`src/rtl/regfile_arbiter.sv`:
```
// regfile_arbiter: round-robin sharing of the register bank command port, plus a whole-bank clear sweep
module regfile_arbiter #(
  parameter int DATA_W = 8,
  parameter int ADDR_W = 3,
  parameter int DEPTH = 2 ** ADDR_W
) (
  input  logic              clk,
  input  logic              reset,
  input  logic              clr_req,
  output logic              clr_busy,
  input  logic              r0_req,
  input  logic              r0_we,
  input  logic [ADDR_W-1:0] r0_addr,
  input  logic [DATA_W-1:0] r0_wdata,
  output logic              r0_ack,
  output logic [DATA_W-1:0] r0_rdata,
  output logic              r0_rvalid,
  input  logic              r1_req,
  input  logic              r1_we,
  input  logic [ADDR_W-1:0] r1_addr,
  input  logic [DATA_W-1:0] r1_wdata,
  output logic              r1_ack,
  output logic [DATA_W-1:0] r1_rdata,
  output logic              r1_rvalid,
  output logic [1:0]        rf_enab,
  output logic [ADDR_W-1:0] rf_seg,
  output logic [DATA_W-1:0] rf_datain,
  input  logic [DATA_W-1:0] rf_dataout
);
  typedef enum logic [1:0] {IDLE, CMD, RD, CLR} state_t;
  state_t state;
  logic last_grant;
  logic owner;
  logic win;
  // with both ports asking, the one not served last time wins; otherwise whoever asks
  assign win = (r0_req && r1_req) ? ~last_grant : r1_req;
  // sequencer: grants, bank commands, read capture and the clear sweep, all outputs registered
  always_ff @(posedge clk or posedge reset) begin
    if (reset) begin
      state      <= IDLE;
      last_grant <= 1'b1;
      owner      <= 1'b0;
      rf_enab    <= 2'b11;
      rf_seg     <= '0;
      rf_datain  <= '0;
      r0_ack     <= 1'b0;
      r1_ack     <= 1'b0;
      r0_rvalid  <= 1'b0;
      r1_rvalid  <= 1'b0;
      r0_rdata   <= '0;
      r1_rdata   <= '0;
      clr_busy   <= 1'b0;
    end else begin
      r0_ack    <= 1'b0;
      r1_ack    <= 1'b0;
      r0_rvalid <= 1'b0;
      r1_rvalid <= 1'b0;
      case (state)
        IDLE: begin
          if (clr_req) begin
            state    <= CLR;
            rf_enab  <= 2'b00;
            rf_seg   <= '0;
            clr_busy <= 1'b1;
          end else if (r0_req || r1_req) begin
            state      <= CMD;
            owner      <= win;
            last_grant <= win;
            rf_enab    <= (win ? r1_we : r0_we) ? 2'b01 : 2'b10;
            rf_seg     <= win ? r1_addr : r0_addr;
            rf_datain  <= win ? r1_wdata : r0_wdata;
            r0_ack     <= ~win;
            r1_ack     <= win;
          end
        end
        CMD: begin
          state   <= rf_enab[1] ? RD : IDLE;
          rf_enab <= 2'b11;
        end
        RD: begin
          state <= IDLE;
          if (owner) begin
            r1_rdata  <= rf_dataout;
            r1_rvalid <= 1'b1;
          end else begin
            r0_rdata  <= rf_dataout;
            r0_rvalid <= 1'b1;
          end
        end
        CLR: begin
          if (rf_seg == ADDR_W'(DEPTH - 1)) begin
            state    <= IDLE;
            rf_enab  <= 2'b11;
            clr_busy <= 1'b0;
          end else begin
            rf_seg <= rf_seg + ADDR_W'(1);
          end
        end
      endcase
    end
  end
endmodule

```
`config.mk`:
```
export PLATFORM = sky130hd
export DESIGN_NAME = regfile_arbiter
export DESIGN_NICKNAME = d
export VERILOG_FILES = /design/src/rtl/regfile_arbiter.sv
export SDC_FILE = /design/constraint.sdc
export NUM_CORES = 1
export LEC_CHECK = 0
export ABC_AREA = 1
export BUFFER_PORTS_ARGS = -buffer_cell sky130_fd_sc_hd__buf_4
export CAP_MARGIN = 10
export CORE_ASPECT_RATIO = 0.5
export CORE_MARGIN = 2
export CORE_UTILIZATION = 35
export CTS_CLUSTER_DIAMETER = 200
export DETAILED_ROUTE_END_ITERATION = 8
export PLACE_DENSITY_LB_ADDON = 0.08
export SYNTH_ARGS = -nofsm -noshare
export SYNTH_HDL_FRONTEND = slang
export SYNTH_SLANG_ARGS = --single-unit
```
`constraint.sdc`:
```
create_clock -name clk -period 1.9 [get_ports clk]
set_input_delay 0.475 -clock clk [delete_from_list [all_inputs] [get_ports clk]]
set_output_delay 0.475 -clock clk [all_outputs]
set_load 0.05 [all_outputs]
```
==> summary.md, run 1 <==
| Metric | Value |
|---|---|
| Number of levels the H-tree was split into | 2 |
| Most area-hungry cell type in the Yosys netlist | dfrtp_1 |
| Hold buffer count at cts | 0 |
| Most frequent cells in the layout | 71 x buf_4, 64 x nand2_1, 35 x dfrtp_1 |
| Fin Clk Skew | just over 0.003 ns |
| Main combinational cell family by area after synthesis | simple AND/OR/NAND/NOR gates |
| Power density cells | 1920 mW/mm² |
| Final Cell Area | roughly 0.0025 mm² |
| Total Nets Final | between 300 and 400 |
| Via count of the first global-routing pass | around 1400 |
| TritonCTS Buffers | 5 |
| Iteration count of the initial detailed-routing pass | 4 |
| Global-route track usage on met1 | roughly 19% |
| Total negative slack | 0 ns |
| DRC violation count after routing | 0 |
| Final setup vio count | 0 |
| Unrepaired setup endpoints after global routing | no |
| Count of mapped cells out of synthesis | 212 |
| Worst R2R Start | rf_seg[0] |
| Static Leak | ~1.4 nW |
| Post-Synth Adder-Cell Area | under 10% |
| Chip Height | ~55 µm |
| Effective utilization at floorplan | between 30% and 40% |
| Number of clock sinks | 38 |
| TritonCTS clock tree | yes |
| Max-slew violation count | 0 |
| CP peak stage delay | approximately 0.41 ns |
| Cell area after placement | between 0.002 and 0.0025 mm² |
| Top cells by area, synth | dfrtp_1 49%, nand2_1 13%, o21ai_0 6.4% |
| Area added between synthesis and finish | 38.4% |
| Area share of the largest cell type after synthesis | between 40% and 50% |
| Fraction of synthesized area in multiplexers | 0% |
| Area of the placeable core | about 0.005 mm² |
| Skew-Pair Late Insertion Delay | between 0.2 and 0.3 ns |
| Fraction of the yosys area taken by sequential cells | 53.0% |
| Routed vias/inst | ~4.4 |
| Final critical delay including setup and external delays | 1.55 ns |
| Overall die area | 0.00577 mm² |
| Global-route wire length before repair | 6.41 mm |
| Total via count after detailed routing | around 1600 |
| Post-synthesis average cell area | ~8.5 µm² |
| Most common cell after layout, fill and taps aside | buf_4 |
| Total global routing overflow | 0 |
| Syn Std Cell Area | roughly 0.0018 mm² |
| XOR/XNOR share of the synthesized area | 0% |
| Iter 0 DRT Violations | 89 |
| Post-placement cell count | about 350 |
| Hold Path Class | input pin to async pin |
| Met3 layer usage reported by global route | ~6.0% |
| Final worst-path cycle share | 81.4% |
| Width of the die | about 110 µm |
| Worst path required time | between 2 and 2.5 ns |
| Global Route met2 Usage | 24.0% |
| Type of the worst setup path | flip-flop to flip-flop |
| Site Rows | 18 |
| Startpoint kind of the worst setup timing path | flip-flop |
| Global-route total usage across every layer | between 10% and 20% |
| Cell with the largest stage delay on the worst path | dfrtp_1 |
| Status | finished, final reports clean |
| Library cells used by synthesis | 21 |
| Most utilized layer in the global route result | met2 |
| Count of state elements after synthesis | 38 |
| Post-cts gate resize count | 0 |
| R2R depth | 6 |
| Critical Path AT | around 1.7 ns |
| Headroom to the max-slew limit | between 60% and 70% |
| Count of final hold-check violations | 0 |
| Initial antenna violation count | 0 |
| Number of filler instances in the final layout | 480 |
| Largest fanout of any net on the critical path | 4 |
| Root Buffer Master | clkbuf_8 |
| Type of element capturing the critical path | flip-flop |
| Count of nets left with antenna violations after detail routing | 0 |
| Syn_nets | between 200 and 300 |
| Number of I/O pins | 71 |
| Maxcap violations | 0 |
| Transition at the pin with the smallest max-transition slack | approximately 0.49 ns |
| Post-layout utilization of the core | between 50% and 60% |
| Clock transition at the registers of the reported paths | around 0.080 ns |
| Compound-Gate Fraction of Synth Area | under 10% |
| Non-filler cells, final | around 360 |
| Fmax achieved | 0.647 GHz |
| Longest Clk Path Bufs | 2 |
| Detailed-route wire length per cell | around 11 µm |
| Crit path launch | rf_seg[0] |
| Final GP Congestion | 0.834 |
| Critical path, cell by cell | ha_1 > ha_1 > a21oi_1 > nand2_1 > nor2_1 > a21oi_1 |
| Setup Fix Bufs, Post-CTS | 0 |
| Worst supply voltage drop on vdd | ~0.98 mV |
| Number of warnings reported in the yosys synthesis log | 0 |
| Final WL | approximately 4.1 mm |
| Largest net degree at the start of global routing | 39 |
| Fraction of layout cells with a size suffix above 1 | between 30% and 40% |
| Count of inserted antenna diode cells | 0 |
| Simple-gate portion of the synthesized area | roughly 26% |
| Dpl hpwl | a little over 3 mm |
| Count of buffers inserted at the top-level ports | 70 |
[state kept, by name, summed over array words and instances, names as in the netlist]
signal,flops
last_grant,1
clr_busy,1
rf_seg,3
r0_rvalid,1
rf_datain,8
r1_ack,1
r1_rdata,8
r0_rdata,8
owner,1
rf_enab,2
r1_rvalid,1
state,2
r0_ack,1
[through the flow]
| stage | power [W] | hold slack, ns | setup WS (ns) |
|---|---|---|---|
| global route | 0.00513 | 0.340 | 0.203 |
| CTS | 0.00484 | 0.306 | 0.374 |
| global placement | 0.00420 | 0.461 | 0.428 |
| detailed placement | 0.00423 | 0.467 | 0.389 |
| floorplan | 0.00341 | 0.449 | 0.234 |
| finish | 0.00479 | 0.289 | 0.354 |
[worst max-delay path: cells and delay by family, from the launching register on]
family / cells / cell delay, ns
DFF: 1 / 0.41
AOI/OAI and AO/OA: 2 / 0.35
adders and majority gates: 2 / 0.42
and+or+nand+nor: 2 / 0.25
[kinds of logic after synthesis]
| kind of cell | Yosys count |
|---|---|
| fa+ha+maj | 7 |
| compound gates | 30 |
| flops | 38 |
| buf+inv | 36 |
| simple gates | 101 |
[power by group]
group	internal [W]	switching, W	leakage, nW	total (W)
Clock	0.000292	0.000295	0.0472	0.000586
Combinational	0.000821	0.00194	0.854	0.00276
Sequential	0.00122	0.000227	0.461	0.00144
Total	0.00233	0.00246	1.36	0.00479
[cell usage after synthesis]
master    instances
nand2_2           3
nand2_1          64
buf_6             1
dfstp_2           3
ha_1              7
nand3_1          16
nor2_8            1
nor2_2            1
dfrtp_1          35
nor3_1            1
a21oi_1           7
clkbuf_1          1
nand2_4           1
inv_4             1
inv_1            29
inv_2             2
nor2_4            2
nor2_1            9
nand3b_1          3
buf_2             2
o21ai_0          23
[worst paths after layout]
path                           endpoint  slack (ns)
hold / removal                r1_rvalid        0.29
hold reg to reg              rf_enab[0]        0.47
setup / recovery              rf_seg[2]        0.35
setup reg to reg              rf_seg[2]        0.35
min in group clk           rf_datain[3]        0.38
max in group asynchronous    last_grant        1.26
[final cells by class]
class / count / area, µm² / area share, %
well taps: 70 / 87.6 / 3.52
repair buffers: 71 / 533 / 21.4
multi-input cells: 138 / 698 / 28.0
clock buffers: 6 / 82.6 / 3.31
clock inverters: 2 / 12.5 / 0.502
inverters: 32 / 123 / 4.92
flip-flops and latches: 38 / 955 / 38.3
[layer usage]
layer / share of wire [%] / vias to the layer above
li1: - / 807
met1: 47 / 704
met2: 45 / 39
met3: 6.9 / 5
met4: 0.74 / 0
met5: 0 / -
No activity file was read; power rests on OpenSTA's default activity.
==> inputs of run 2 (changes only) <==
==> constraint.sdc (replaced) <==
create_clock -name clk -period 1.35 [get_ports clk]
set_input_delay 0.3375 -clock clk [delete_from_list [all_inputs] [get_ports clk]]
set_output_delay 0.3375 -clock clk [all_outputs]
set_load 0.05 [all_outputs]
==> summary.md, run 2 (same netlist as run 1, synthesis figures left out) <==
| Metric | Value |
|---|---|
| Post-route setup slack | 0.0149 ns (-0.339 ns) |
| TritonCTS clock tree | yes |
| Largest fanout of any net on the critical path | 2 (-2) |
| Number of I/O pins | 71 (unchanged) |
| Skew-Pair Late Insertion Delay | 0.29 ns (about the same) |
| DRC violation count after routing | 0 (unchanged) |
| Number of levels the H-tree was split into | 2 (unchanged) |
| Global-route wire length before repair | 7.07 mm (+10%) |
| Iteration count of the initial detailed-routing pass | 5 (+1) |
| Final GP Congestion | 0.763 (-8.6%) |
| Number of clock sinks | 38 (unchanged) |
| Power density cells | 2760 mW/mm² (+43%) |
| Total via count after detailed routing | 1633 (+5.0%) |
| Critical Path AT | 1.00 ns (-0.73 ns) |
| Fmax achieved | between 0.7 and 0.8 GHz |
| Most common cell after layout, fill and taps aside | buf_4 |
| Global-route total usage across every layer | 16.2% (+1.3 points) |
| Type of the worst setup path | flip-flop to output port |
| Category of cells accounting for the largest share of critical-path delay | flip-flops |
| Iter 0 DRT Violations | 32 (-64%) |
| Hold Path Class | input pin to async pin |
| Worst supply voltage drop on vdd | 1.46 mV (+48%) |
| Static Leak | 1.51 nW (+11%) |
| TritonCTS Buffers | 5 (unchanged) |
| CP peak stage delay | 0.55 ns (+0.14 ns) |
| Width of the die | 105 µm (unchanged) |
| Chip Height | 54.7 µm (unchanged) |
| Cell with the largest stage delay on the worst path | dfstp_2 |
| Number of filler instances in the final layout | 439 (-8.5%) |
| Clock transition at the registers of the reported paths | 0.08 ns (about the same) |
| Final WL | 4.49 mm (+11%) |
| Worst path required time | 1.01 ns (-1.07 ns) |
| Transition at the pin with the smallest max-transition slack | 0.212 ns (-0.281 ns) |
| Type of element capturing the critical path | output port |
| Effective utilization at floorplan | 36.5% (unchanged) |
| Maxcap violations | 0 (unchanged) |
| Via count of the first global-routing pass | 1523 (+8.7%) |
| Critical path, cell by cell | buf_6 |
| Count of buffers inserted at the top-level ports | 70 (unchanged) |
| Crit path buffers/inverters | 1 (+1) |
| Total negative slack | 0 ns (unchanged) |
| Site Rows | 18 (unchanged) |
| Most frequent cells in the layout | 81 x buf_4, 60 x nand2_1, 32 x dfrtp_1 |
| Root Buffer Master | clkbuf_8 |
| Fin Clk Skew | 0.00432 ns (+0.00125 ns) |
| Max-slew violation count | 0 (unchanged) |
| Routed vias/inst | 4.35 (about the same) |
| Headroom to the max-slew limit | 85.9% (+19 points) |
| Longest Clk Path Bufs | 2 (unchanged) |
| Area of the placeable core | 0.00493 mm² (unchanged) |
| Final setup vio count | 0 (unchanged) |
| Overall die area | 0.00577 mm² (unchanged) |
| Area added between synthesis and finish | 58.2% |
| Count of nets left with antenna violations after detail routing | 0 (unchanged) |
| Final critical delay including setup and external delays | between 1 and 1.5 ns |
| Detailed-route wire length per cell | 12.0 µm (+5.2%) |
| Post-layout utilization of the core | 57.8% (+7.3 points) |
| Fraction of layout cells with a size suffix above 1 | 42.3% (+9.9 points) |
| Largest registers | r0_rdata: 8 flops, r1_rdata: 8 flops, rf_datain: 8 flops |
| Initial antenna violation count | 0 (unchanged) |
| Final worst-path cycle share | a little over nine tenths |
| Total Nets Final | 348 (+5.5%) |
| Post-place setup slack | -0.0640 ns (-0.453 ns) |
| Total global routing overflow | 0 (unchanged) |
| Unrepaired setup endpoints after global routing | yes |
| Status | finished, final reports clean |
| Largest net degree at the start of global routing | 39 (unchanged) |
| Dpl hpwl | 3.17 mm (+5.2%) |
| Count of final hold-check violations | 0 (unchanged) |
| Count of inserted antenna diode cells | 0 (unchanged) |
| Startpoint kind of the worst setup timing path | flip-flop |
-- run 2: cell count changes in the layout (fill, tap and decap cells not counted), sizes merged --
cell	before	now
clkinv	1	0
buf	71	87
clkbuf	6	7
clkinvlp	1	0
nor2	13	14
bufinv	0	2
-- run 2: worst paths after layout --
path,start,to,slack (ns),cells after the start
worst min register to register,last_grant,last_grant,0.47,2
min in group clk,r0_wdata[5],rf_datain[5],0.25,3
max in group asynchronous,reset,rf_enab[1],1.00,3
worst max-delay path,rf_enab[0],rf_enab[0],0.01,1
worst min-delay path,reset,r0_rdata[3],0.09,3
worst max register to register,rf_seg[0],rf_seg[2],0.01,6
-- run 2: stage by stage --
| step | power (W) | instance area, µm² | cells | hold slack, ns |
|---|---|---|---|---|
| 3_5_place_dp | 0.00631 | 2530 | 356 | 0.418 |
| 6_report | 0.00785 | 2850 | 375 | 0.0934 |
| 3_3_place_gp | 0.00623 | 2530 | 356 | 0.415 |
| 2_1_floorplan | 0.00493 | 1840 | 212 | 0.449 |
| 5_1_grt | 0.00840 | 2850 | 375 | 0.125 |
| 4_1_cts | 0.00773 | 2740 | 368 | 0.0959 |
-- run 2: area by class of cell --
type,instances,area (µm²),area share (%)
inverters,32,123,4.30
flip-flops and latches,38,958,33.6
clock buffers,6,82.6,2.90
clock inverters,2,60.1,2.11
well taps,70,87.6,3.07
repair buffers,88,739,26.0
multi-input cells,139,798,28.0
-- run 2: repair_timing --
item	4_1_cts	5_1_grt
pin swaps	7	7
setup endpoints to repair	16	33
hold buffers	0	0
resized for setup	13	9
gates cloned	0	2
buffers inserted	4	5
-- run 2: power breakdown --
part | switching [W] | internal, W | leakage [nW]
logic | 0.00294 | 0.00163 | 0.977
clock network | 0.000408 | 0.000788 | 0.0714
registers | 0.000363 | 0.00172 | 0.458
-- run 2: routing by layer --
| metal | global-route usage, % | wire length [µm] | part of all wire, % | vias to the layer above |
|---|---|---|---|---|
| met5 | 0 | 0 | 0 | - |
| met4 | 5.33 | 39 | 0.87 | 0 |
| met3 | 6.31 | 291 | 6.5 | 5 |
| met2 | 26.7 | 2060 | 46 | 32 |
| met1 | 20.0 | 2090 | 47 | 754 |
| li1 | - | - | - | 842 |
==> inputs of run 3 (changes only) <==
--- a/config.mk
+++ b/config.mk
@@ -10,7 +10,7 @@
 export CAP_MARGIN = 10
 export CORE_ASPECT_RATIO = 0.5
 export CORE_MARGIN = 2
-export CORE_UTILIZATION = 35
+export CORE_UTILIZATION = 43
 export CTS_CLUSTER_DIAMETER = 200
 export DETAILED_ROUTE_END_ITERATION = 8
 export PLACE_DENSITY_LB_ADDON = 0.08
==> summary.md, run 3 (same netlist as run 1, synthesis figures left out) <==
| Metric | Value |
|---|---|
| Status | finished, final reports clean |
| Critical Path AT | 0.99 ns (about the same) |
| Hold Path Class | input pin to async pin |
| Width of the die | 95.5 µm (-9.4%) |
| DRC violation count after routing | 0 (unchanged) |
| Final critical delay including setup and external delays | 1.33 ns (-0.00549 ns) |
| Site Rows | 16 (-2) |
| TritonCTS clock tree | yes |
| Max-slew violation count | 0 (unchanged) |
| Count of final hold-check violations | 0 (unchanged) |
| Final GP Congestion | 0.823 (+8.0%) |
| Global-route wire length before repair | 6.68 mm (-5.6%) |
| Count of inserted antenna diode cells | 0 (unchanged) |
| Overall die area | 0.00475 mm² (-18%) |
| Number of clock sinks | 38 (unchanged) |
| Static Leak | 1.46 nW (-3.4%) |
| Startpoint kind of the worst setup timing path | flip-flop |
| Largest fanout of any net on the critical path | 2 (unchanged) |
| Type of the worst setup path | flip-flop to output port |
| Chip Height | 49.8 µm (-9.1%) |
| Worst path required time | 1.01 ns (about the same) |
| Worst supply voltage drop on vdd | 1.73 mV (+19%) |
| Non-filler cells, final | 350 (-6.7%) |
| Post-layout utilization of the core | 69.1% (+11 points) |
| Initial antenna violation count | 0 (unchanged) |
| Total Power | 0.00756 W (-3.7%) |
| Critical path, cell by cell | buf_8 |
| Most frequent cells in the layout | 76 x buf_4, 59 x nand2_1, 32 x dfrtp_1 |
| Headroom to the max-slew limit | 84.4% (-1.5 points) |
| Unrepaired setup endpoints after global routing | yes |
| Fmax achieved | 0.752 GHz (+0.41%) |
| Total negative slack | 0 ns (unchanged) |
| Cell with the largest stage delay on the worst path | dfstp_2 |
| Total via count after detailed routing | 1607 (-1.6%) |
| Effective utilization at floorplan | 45.4% (+8.9 points) |
| Category of cells accounting for the largest share of critical-path delay | flip-flops |
| Transition at the pin with the smallest max-transition slack | 0.233 ns (+0.0216 ns) |
| Skew-Pair Late Insertion Delay | 0.29 ns (about the same) |
| Detailed-route wire length per cell | 11.7 µm (-1.9%) |
| Fraction of layout cells with a size suffix above 1 | 42.2% (-0.065 points) |
| Final WL | 4.11 mm (-8.4%) |
| Type of element capturing the critical path | output port |
| Iter 0 DRT Violations | 46 (+44%) |
| Most common cell after layout, fill and taps aside | buf_4 |
| Iteration count of the initial detailed-routing pass | 4 (-1) |
| Power density cells | 2760 mW/mm² (+0.17%) |
| Area of the placeable core | 0.00396 mm² (-20%) |
| Count of nets left with antenna violations after detail routing | 0 (unchanged) |
| TritonCTS Buffers | 5 (unchanged) |
| Global-route total usage across every layer | 18.5% (+2.4 points) |
| Routed vias/inst | 4.59 (+5.4%) |
| Area added between synthesis and finish | 52.1% |
| Cell area after placement | 0.00250 mm² (-1.1%) |
| Root Buffer Master | clkbuf_8 |
| Clock transition at the registers of the reported paths | 0.07 ns (about the same) |
| Number of I/O pins | 71 (unchanged) |
| Maxcap violations | 0 (unchanged) |
| Largest net degree at the start of global routing | 39 (unchanged) |
| Largest registers | r0_rdata: 8 flops, r1_rdata: 8 flops, rf_datain: 8 flops |
| Total global routing overflow | 0 (unchanged) |
| Crit path buffers/inverters | 1 (unchanged) |
| Number of levels the H-tree was split into | 2 (unchanged) |
| Via count of the first global-routing pass | 1559 (+2.4%) |
| Longest Clk Path Bufs | 2 (unchanged) |
| Dpl hpwl | 3.02 mm (-5.0%) |
| Post-placement cell count | 339 (-4.8%) |
| CP peak stage delay | 0.56 ns (about the same) |
| Final worst-path cycle share | 98.5% (-0.41 points) |
| Total Nets Final | 340 (-2.3%) |
| Final Cell Area | 0.00274 mm² (-3.9%) |
| Final setup vio count | 0 (unchanged) |
| Count of buffers inserted at the top-level ports | 70 (unchanged) |
| Fin Clk Skew | 0.00337 ns (-0.000951 ns) |
## run 3: timing repair
item,4_1_cts,5_1_grt
setup buffers,4,0
pin swaps,2,6
gates resized for setup,11,23
endpoints found under the setup margin,16,32
hold buffers,0,0
## run 3: worst register-to-register path, delay by kind of cell (launching register included)
kind                     cells  cell delay, ns
AO/OA/AOI/OAI                2            0.23
adder cells (fa/ha/maj)      2            0.34
flip-flops                   1            0.44
AND/OR/NAND/NOR              2            0.19
## run 3: report_power, final
group          switching [W]  internal, W  total [W]
registers           0.000352      0.00172    0.00207
clock network       0.000384     0.000591   0.000974
logic                0.00293      0.00157    0.00451
total                0.00367      0.00389    0.00756
## run 3: cell type report
type	count	area (µm²)
Fill cell	309	1230
Sequential cell	38	958
Multi-Input combinational cell	138	813
Timing Repair Buffer	81	661
Inverter	32	125
Clock buffer	6	82.6
Tap cell	54	67.6
Clock inverter	1	30.0
## run 3: final timing paths
kind	from	to	slack, ns	cells past startpoint
max	rf_enab[1]	rf_enab[1]	0.02	1
min	reset	clr_busy	0.1	3
max reg2reg	rf_seg[0]	rf_seg[2]	0.04	6
min reg2reg	last_grant	last_grant	0.47	2
max in group asynchronous	reset	last_grant	1.00	3
min in group clk	r0_wdata[0]	rf_datain[0]	0.25	3
## run 3: per-layer routing
layer | GRT usage, % | wire length [µm] | vias to the layer above
li1 | - | - | 829
met1 | 23.2 | 1910 | 729
met2 | 29.2 | 1880 | 42
met3 | 6.12 | 266 | 7
met4 | 8.57 | 55 | 0
met5 | 0 | 0 | -
## run 3: stage by stage
| step | worst slack, ns | hold slack [ns] |
|---|---|---|
| global placement | -0.0280 | 0.410 |
| floorplan | -0.0180 | 0.449 |
| CTS | 0.00352 | 0.100 |
| detailed placement | -0.114 | 0.420 |
| finish | 0.0204 | 0.0969 |
| global route | -0.0394 | 0.109 |
